`src/rtl/cacheline_adaptor.sv`:
```
// cacheline_adaptor
//
// Bridges a 256-bit cache line interface to a 64-bit burst memory. A line
// read becomes a 4-beat read burst that is deserialized into the line buffer;
// a line write is latched into the same buffer and serialized out one beat at
// a time. Completion is signalled to the cache with a single-cycle cl_resp.
//
// Ports:
//   clk           sole clock, rising edge
//   rst           asynchronous, active-low reset
//   cl_read       line read request (held until cl_resp)
//   cl_write      line write request (held until cl_resp); wins over cl_read
//   cl_address    line address from the cache
//   cl_wdata256   line to write back
//   cl_rdata256   line buffer contents (assembled read line)
//   cl_resp       one-cycle completion pulse
//   pmem_address  line-aligned burst address
//   pmem_read     burst read request
//   pmem_write    burst write request
//   pmem_wdata64  current write beat
//   pmem_rdata64  current read beat
//   pmem_resp     beat accepted (write) / beat valid (read)
module cacheline_adaptor #(
    parameter int s_line   = 256,
    parameter int s_burst  = 64,
    parameter int s_offset = 5
) (
    input  logic                clk,
    input  logic                rst,
    input  logic                cl_read,
    input  logic                cl_write,
    input  logic [31:0]         cl_address,
    input  logic [s_line-1:0]   cl_wdata256,
    output logic [s_line-1:0]   cl_rdata256,
    output logic                cl_resp,
    output logic [31:0]         pmem_address,
    output logic                pmem_read,
    output logic                pmem_write,
    output logic [s_burst-1:0]  pmem_wdata64,
    input  logic [s_burst-1:0]  pmem_rdata64,
    input  logic                pmem_resp
);

    localparam int beats = s_line / s_burst;
    localparam int cnt_w = (beats > 1) ? $clog2(beats) : 1;

    typedef enum logic [1:0] {
        IDLE  = 2'd0,
        READ  = 2'd1,
        WRITE = 2'd2,
        DONE  = 2'd3
    } state_t;

    state_t                          state;
    state_t                          state_next;
    logic [cnt_w-1:0]                cnt;
    logic [beats-1:0][s_burst-1:0]   buffer;
    logic [31:0]                     addr;
    logic [31:0]                     aligned_address;
    logic                            last_beat;

    // Masking rather than slicing keeps every address bit in use.
    assign aligned_address = cl_address & ~((32'd1 << s_offset) - 32'd1);
    assign last_beat       = (cnt == cnt_w'(beats - 1));

    always_ff @(posedge clk or negedge rst) begin
        if (!rst) begin
            state <= IDLE;
        end else begin
            state <= state_next;
        end
    end

    always_comb begin
        state_next = state;
        case (state)
            IDLE: begin
                if (cl_write) begin
                    state_next = WRITE;
                end else if (cl_read) begin
                    state_next = READ;
                end
            end
            READ, WRITE: begin
                if (pmem_resp && last_beat) begin
                    state_next = DONE;
                end
            end
            DONE:    state_next = IDLE;
            default: state_next = IDLE;
        endcase
    end

    // The counter saturates at the last beat so it only returns to zero when
    // the next request is accepted.
    always_ff @(posedge clk or negedge rst) begin
        if (!rst) begin
            cnt    <= '0;
            buffer <= '0;
            addr   <= '0;
        end else begin
            case (state)
                IDLE: begin
                    if (cl_write) begin
                        buffer <= cl_wdata256;
                        addr   <= aligned_address;
                        cnt    <= '0;
                    end else if (cl_read) begin
                        addr <= aligned_address;
                        cnt  <= '0;
                    end
                end
                READ: begin
                    if (pmem_resp) begin
                        buffer[cnt] <= pmem_rdata64;
                        if (!last_beat) begin
                            cnt <= cnt + 1'b1;
                        end
                    end
                end
                WRITE: begin
                    if (pmem_resp && !last_beat) begin
                        cnt <= cnt + 1'b1;
                    end
                end
                default: ;
            endcase
        end
    end

    assign pmem_read    = (state == READ);
    assign pmem_write   = (state == WRITE);
    assign cl_resp      = (state == DONE);
    assign pmem_address = addr;
    assign pmem_wdata64 = buffer[cnt];
    assign cl_rdata256  = buffer;

endmodule
```
`config.mk`:
```
export PLATFORM = sky130hd
export DESIGN_NAME = cacheline_adaptor
export DESIGN_NICKNAME = d
export VERILOG_FILES = /design/src/rtl/cacheline_adaptor.sv
export SDC_FILE = /design/constraint.sdc
export NUM_CORES = 1
export LEC_CHECK = 0
export CAP_MARGIN = 20
export CELL_PAD_IN_SITES_DETAIL_PLACEMENT = 2
export CELL_PAD_IN_SITES_GLOBAL_PLACEMENT = 2
export CORE_AREA = 2 2 278 280
export CTS_CLUSTER_SIZE = 14
export DETAILED_ROUTE_END_ITERATION = 12
export DIE_AREA = 0 0 280 282
export PLACE_DENSITY_LB_ADDON = 0.1
export SLEW_MARGIN = 10
export SYNTH_ARGS = -nofsm -noshare
export SYNTH_HDL_FRONTEND = slang
export SYNTH_SLANG_ARGS = --single-unit
```
`constraint.sdc`:
```
create_clock -name clk -period 1.9 [get_ports clk]
set_clock_uncertainty 0.1 [all_clocks]
set_input_delay 0.19 -clock clk [delete_from_list [all_inputs] [get_ports clk]]
set_output_delay 0.19 -clock clk [all_outputs]
set_load 0.03 [all_outputs]
```
After elaboration in Yosys (flattened, before gate mapping). Cells that the tools add are included.

Equal/unequal tests: 10. Add/sub/neg operators: 1. Muxes and demuxes: 20. Reductions and logical operators: 13. $lt $le $gt $ge: 2.

Operator list (number): $mux 256 (2); $pmux 256 s2 (1); $bwmux 256 (1); $bmux 64 s2 (1); $demux 64 s2 (1); $mux 64 (2); $mux 32 (2); $mux 2 (8); $pmux 2 s3 (2); $eq 2x2->1 const B (3); $ne 2x2->1 const B (3); $reduce_and 5->1 (1); $ne 2x1->1 const B (2); $reduce_and 2->1 (2); $reduce_bool 2->1 (2); $logic_and 1x1->1 (3); $lt 2x3->1 const B (1); $ne 3x3->1 const B (1); $reduce_and 3->1 (1); $reduce_bool 3->1 (1); $add 2x1->2 const B (1); $eq 2x1->1 const B (1); $ge 2x1->1 const B (1); $logic_not 2->1 (1); other kinds (2) (2).

Output and inout bits: 355. Bits in registers: 292. Input port bits: 357. Logic and storage cells: 53.

Longest topological paths before layout. Gate-level depths: netlist of the first run.

Depth in word-level cells: 7. Depth in mapped cells: 10. Mapped depth without buffers: 6.

Least setup slack after synthesis of the first run. No wires, ideal clock.

Kind: register to register. Start point: reg cnt[1]. End point: reg buffer (netlist bit cl_rdata256[121]). Stages on the path, launching flop included: 10. Arrival: 1.906 ns. Setup time: 0.122 ns. Slack: -0.227 ns. Clock period less this slack: 2.127 ns. Path through: dfrtp_1 buf_2 buf_1 inv_1 ha_1 and2_1 buf_4 buf_2 a21oi_1 a21oi_2.

Cells in the longest elaborated chain, start to end: 7. Elaborated cells on any way between the ends: 8. Classes of those cells: 2 x order compare; 5 x mux; 1 x reduce/logical.

Ends and longest elaborated chain: start, declared (line 56) `logic [cnt_w-1:0] cnt;`; start signal, assigned (line 117) `cnt <= cnt + 1'b1;`; start signal, assigned (line 123) `cnt <= cnt + 1'b1;`; $lt 2x3->1 (not written as such) or $ge 2x1->1 (tied branches) (line 115) `buffer[cnt] <= pmem_rdata64;`; $logic_and 1x1->1 (not written as such) (line 115); $mux 64 (not written as such) (line 115); $demux 64 s2 (*) (line 115); $bwmux 256 (*) (line 115); $mux 256 (*) (line 114) `if (pmem_resp) begin`; $pmux 256 s2 (*) (line 102) `case (state)`; end signal, assigned (line 105) `buffer <= cl_wdata256;`; end signal, assigned by index (line 115); end, declared (line 57) `logic [beats-1:0][s_burst-1:0] buffer;`.

Every way passes the cells marked *; elsewhere a longest branch is shown, timed or not. The select of a mux whose other input is x is not followed. A chain may end at the register's enable or synchronous reset.

Worst setup path after layout of the first run.
Start point: reg cnt[0]. End point: out pmem_wdata64[51].

Cells in the longest elaborated chain, start to end: 2.

Ends and longest elaborated chain: $bmux 64 s2 (line 135) `assign pmem_wdata64 = buffer[cnt];`; $mux 64 (not written as such) (line 135); end, declared (line 39) `output logic [s_burst-1:0] pmem_wdata64,`.

No other way between the ends. The select of a mux whose other input is x is not followed.

==> metrics.md, run 1 <==
| Metric | Value |
|---|---|
| Seq/Total Area, Yosys | 46.1% |
| Reg2reg setup slack | -0.51 ns |
| Worst-Margin Slew | 0.516 ns |
| Arrival @ worst endpoint | 2.14 ns |
| Initial core utilization | 20.6% |
| Core Area | 75700 um2 |
| Cell count after synthesis | 1594 |
| Clk sinks | 287 |
| Startpoint types | register |
| Worst Hold Class | primary input to asynchronous set/reset pin |
| Most common cell after layout, fill and taps aside | clkdlybuf4s50_1 |
| Most frequent cells in the layout | 630 x clkdlybuf4s50_1, 285 x dfrtp_1, 256 x nor2b_1, 199 x buf_4, 191 x a21oi_1 |
| FF-to-FF Start | cnt[0] |
| Via Count | 17500 |
| Number of library cell types mapped by synthesis | 29 |
| Peak supply drop | 0.00107 V |
| DR iter-0 viols | 928 |
| R2R Path End | cl_rdata256[138] |
| Number of port buffers | 701 |
| PD cells | 2460 nW/um2 |
| Gr usage total | 25.8% |
| Fin area | 31400 um2 |
| Period minus WS final | 2.43 ns |
| Net Switching | 37.0 mW |
| # nets final | 2938 |
| Final hold violations | 0 |
| # rows | 101 |
| Top-area cell type share of the netlist area | 46.1% |
| Part of the power in registers | 16.2% |
| First-pass GRT wire length | 147000 um |
| CTS Root Cell | clkbuf_16 |
| CP Capture Type | output port |
| Failing checks | setup timing |
| Vias in the first global route | 19400 |
| Final count of pins violating max slew | 0 |
| Fmax | 412 MHz |
| Crit path max fanout | 5 |
| Area delta synth->final | 101% |
| CTS clk-pin slew, worst paths | 0.05 ns |
| Post-route DRC | 0 |
| Synthesized area | 15600 um2 |
| I/O Pins | 712 |
| Result of the run | finished, violations left |
| Clock Path Buffers | 3 |
| Die H | 282 um |
| WL per Instance | 30.9 um |
| Design internal power | 40.2 mW |
| Avg Cell Area, Syn | 9.78 um2 |
| Tcrit/Tclk final | 128% |
| TNS Setup | -160.86 ns |
| GP Congestion | 0.852 |
| Setup ws final | -0.525 ns |
| Post-Place Cells | 3377 |
| Post-DP HPWL | 72000 um |
| RSZ-0062 raised after global routing | yes |
| Worst-skew pair later-pin latency | 0.56 ns |
| Combinational power share | 73.5% |
| Crit path kind | register to output port |
| DP Area | 25500 um2 |
| Max Cap Violations | 0 |
| Sw frac | 47.9% |
| ANT nets after route | 0 |
| CTS tree | done |
| Worst setup path start | cnt[0] |
| Initial antenna violation count | 35 |
| Non-Filler Instances | 3587 |
| Worst R2R Path Depth | 13 |
| Final Core Density | 41.5% |
| WL final | 111000 um |
| Clk pwr share | 10.2% |
| Top cells by area, synth | dfrtp_1 46%, a21oi_1 11%, nor2b_1 10% |
| Total CTS buffers | 42 |
| Layout cells sized above 1 | 36.3% |
| #FFs+latches synth | 287 |
| YS warnings | 0 |
| Crit path required time | 1.61 ns |
| Lkg Pwr | 12.1 nW |
| Via density | 4.88 |
| Setup violations, final | 578 |
| Largest net degree at the start of global routing | 57 |
| Horiz. Die Dim | 280 um |
| Max_slew headroom | 65.5% |
| Die area | 79000 um2 |
| TritonRoute pass-1 iters | 4 |
| Htree depth | 2 |
| Grt total ovfl | 0 |
| Synth area leader | dfrtp_1 |
## through the flow
stage | total power, mW | hold slack (ns) | setup WS, ns
global placement | 54.5 | -0.00192 | -0.339
floorplan | 34.4 | -0.206 | 0.0123
global route | 80.8 | 0.0129 | -0.604
detailed placement | 55.4 | -0.00208 | -0.384
CTS | 73.8 | 0.00293 | -0.666
finish | 77.2 | 0.00552 | -0.525
## metal layers
layer | global-route usage (%) | vias to the layer above | wire length, um
met5 | 0 | - | 226
met4 | 7.64 | 36 | 2920
met3 | 6.77 | 159 | 6740
met2 | 45.2 | 544 | 55600
met1 | 31.0 | 9151 | 45200
li1 | - | 7609 | -
## cell families (layout without fill, tap and decap cells)
family / after synthesis / count (layout) / synth area share, %
simple gates: 524 / 526 / 16.8
other cells: 1 / 21 / 0.0241
compound gates: 524 / 524 / 19.1
mux: 94 / 94 / 11.4
fa+ha+maj: 9 / 9 / 0.722
buf+inv: 155 / 1148 / 5.90
flops: 287 / 287 / 46.1
## sequential cells by signal, summed over array words and instances (netlist names)
name and cells:
pmem_address 27, cl_rdata256 256, cnt 2, state 2
## layout make-up
cell class	count	area, um2
multi-input combinational	1158	9380
clock inverter	3	40.0
clock buffer	62	1290
timing repair buffer	1076	12200
inverter	7	30.0
fill	7853	44300
antenna	16	40.0
tap	978	1220
sequential	287	7190
## power by group through the flow
| stage | registers [mW] | logic, mW | clock network, mW |
|---|---|---|---|
| finish | 12.5 | 56.8 | 7.90 |
| global route | 12.9 | 59.6 | 8.31 |
| CTS | 12.4 | 53.3 | 8.08 |
| detailed placement | 12.4 | 43.0 | 0 |
| global placement | 12.3 | 42.2 | 0 |
| floorplan | 17.7 | 16.7 | 0 |
## timing repair
action	4_1_cts	5_1_grt
buffers inserted	67	25
resized for setup	662	278
setup endpoints to repair	603	606
pin swaps	28	31
endpoints found under the hold margin	249	0
hold buffers	1	0
cloned	41	22
## cell usage after synthesis, drive strengths merged
library cell / count
a21oi: 384
dfrtp: 287
nor2: 256
nor2b: 256
a31oi: 128
buf: 98
mux4: 64
clkbuf: 50
mux2: 28
ha: 9
nand2: 8
inv: 7
a21boi: 4
o21ai: 4
and2: 2
mux2i: 2
a2bb2oi: 1
a32oi: 1
conb: 1
nand2b: 1
nand3: 1
o2111ai: 1
o221ai: 1
## critical path, stage by stage, from the launching register on
cell     delay [ns]
dfrtp_4        0.50
buf_12         0.16
buf_16         0.14
buf_8          0.13
mux4_2         0.47
buf_6          0.17
## worst max-delay path by stage
stage | slack [ns] | depth (start not counted) | end
floorplan | 0.01 | 9 | cl_rdata256[171]
CTS | -0.67 | 4 | pmem_wdata64[42]
finish | -0.53 | 5 | pmem_wdata64[51]
detailed placement | -0.38 | 8 | cl_rdata256[48]
global route | -0.60 | 14 | cl_rdata256[58]
global placement | -0.34 | 3 | pmem_wdata64[42]
Power figures use the tool's default switching activity.
==> inputs of run 2 (changes only) <==
HOLD_SLACK_MARGIN = 0.1   (was not set)
==> metrics.md, run 2 (synthesis results as in run 1) <==
| Metric | Value |
|---|---|
| Result of the run | finished, violations left |
| Failing checks | setup timing |
| Top Usage Layer GRT | met2 |
| First-pass GRT wire length | 147000 um |
| WL per Instance | 30.7 um |
| PD cells | 2470 nW/um2 |
| Worst Hold Class | primary input to register |
| Total CTS buffers | 42 |
| Max Cap Violations | 0 |
| FF-to-FF Start | cnt[0] |
| Die area | 79000 um2 |
| Min-delay src | cl_address[18] |
| Vias in the first global route | 19400 |
| # rows | 101 |
| Global-route met1 utilization | 31.2% |
| Peak supply drop | 0.00108 V |
| I/O Pins | 712 |
| Arrival @ worst endpoint | 2.14 ns |
| Htree depth | 2 |
| Grt total ovfl | 0 |
| FF+latch area | 7190 um2 |
| Fmax | 412 MHz |
| RSZ-0062 raised after global routing | yes |
| Initial antenna violation count | 35 |
| Layout cells sized above 1 | 34.8% |
| Fin area | 31000 um2 |
| Final hold violations | 0 |
| Crit path max fanout | 5 |
| Via density | 4.87 |
| Die H | 282 um |
| Core Area | 75700 um2 |
| Final count of pins violating max slew | 0 |
| Worst-Margin Slew | 0.517 ns |
| DR iter-0 viols | 853 |
| Met3 global-route usage | 6.71% |
| Setup violations, final | 575 |
| Area delta synth->final | 99.0% |
| TritonRoute pass-1 iters | 5 |
| Via Count | 17400 |
| Lkg Pwr | 12.0 nW |
| Setup ws final | -0.527 ns |
| Post-DP HPWL | 72000 um |
| Most frequent cells in the layout | 630 x clkdlybuf4s50_1, 285 x dfrtp_1, 256 x nor2b_1, 212 x a21oi_1, 198 x buf_4 |
| Period minus WS final | 2.43 ns |
| Tcrit/Tclk final | 128% |
| Initial core utilization | 20.6% |
| Final Core Density | 41.0% |
| DP Area | 25500 um2 |
| Post-route DRC | 0 |
| Clock Path Buffers | 3 |
| Max_slew headroom | 65.4% |
| Worst-skew pair later-pin latency | 0.56 ns |
| Worst setup path start | cnt[0] |
| Startpoint types | register |
| CTS Root Cell | clkbuf_16 |
| Crit path kind | register to output port |
| Horiz. Die Dim | 280 um |
| FILL cells | 7873 |
| Global routing usage on met2 | 45.3% |
| CTS clk-pin slew, worst paths | 0.05 ns |
| Clk sinks | 287 |
| Largest net degree at the start of global routing | 57 |
| CTS tree | done |
| ANT nets after route | 0 |
| Gr usage total | 25.9% |
| Max FFs per register | 256 |
| Most common cell after layout, fill and taps aside | clkdlybuf4s50_1 |
| Number of port buffers | 701 |
| Crit path required time | 1.61 ns |
| WL final | 110000 um |
| CP Capture Type | output port |
| GP Congestion | 0.852 |
| Area of the multi-input gates | 9110 um2 |
| # nets final | 2932 |
| Fin Hold WS | 0.142 ns |
-- run 2: per-layer routing --
metal | vias to the layer above | routed length (um) | share of wire (%)
li1 | 7593 | - | -
met1 | 9126 | 44800 | 41
met2 | 543 | 55300 | 50
met3 | 153 | 6750 | 6.1
met4 | 34 | 2760 | 2.5
met5 | - | 216 | 0.20
-- run 2: power breakdown --
part	switching [mW]	total [mW]	internal [mW]
sequential	3.01	12.5	9.51
combinational	30.5	56.2	25.7
clock	3.13	7.89	4.76
-- run 2: metrics by stage --
step / instances / TNS (ns) / worst slack (ns) / total power, mW
floorplan: 1598 / 0 / 0.0123 / 34.4
global placement: 3377 / -57.80 / -0.339 / 54.5
detailed placement: 3377 / -69.80 / -0.384 / 55.4
CTS: 3547 / -193.01 / -0.666 / 73.9
global route: 3575 / -201.86 / -0.609 / 80.2
finish: 3581 / -162.14 / -0.527 / 76.6
-- run 2: critical path, stage by stage (launching register included) --
cell and delay [ns]:
dfrtp_4 0.50, buf_12 0.16, buf_16 0.14, buf_8 0.13, mux4_2 0.47, buf_6 0.17
-- run 2: final cells by class --
type,instances,area share [%]
clock inverter,3,0.129
multi-input combinational,1157,29.4
antenna,16,0.129
clock buffer,62,4.16
tap,978,3.94
timing repair buffer,1071,39.0
sequential,287,23.2
inverter,7,0.0968
-- run 2: path summary, 6_finish.rpt --
kind	endpoint	depth (start not counted)	slack (ns)
setup / recovery	pmem_wdata64[51]	5	-0.53
hold / removal	pmem_address[18]	2	0.14
setup reg to reg	cl_rdata256[63]	11	-0.52
hold reg to reg	pmem_address[7]	1	0.40
max in group asynchronous	cl_rdata256[209]	4	0.99
min in group asynchronous	cl_rdata256[53]	3	0.23
-- run 2: what timing repair did --
action / 4_1_cts / 5_1_grt
hold buffers: 2 / 0
gates resized for setup: 662 / 222
setup buffers: 67 / 20
gates cloned: 41 / 17
setup endpoints to repair: 603 / 606
endpoints found under the hold margin: 287 / 0
pin swaps: 28 / 14
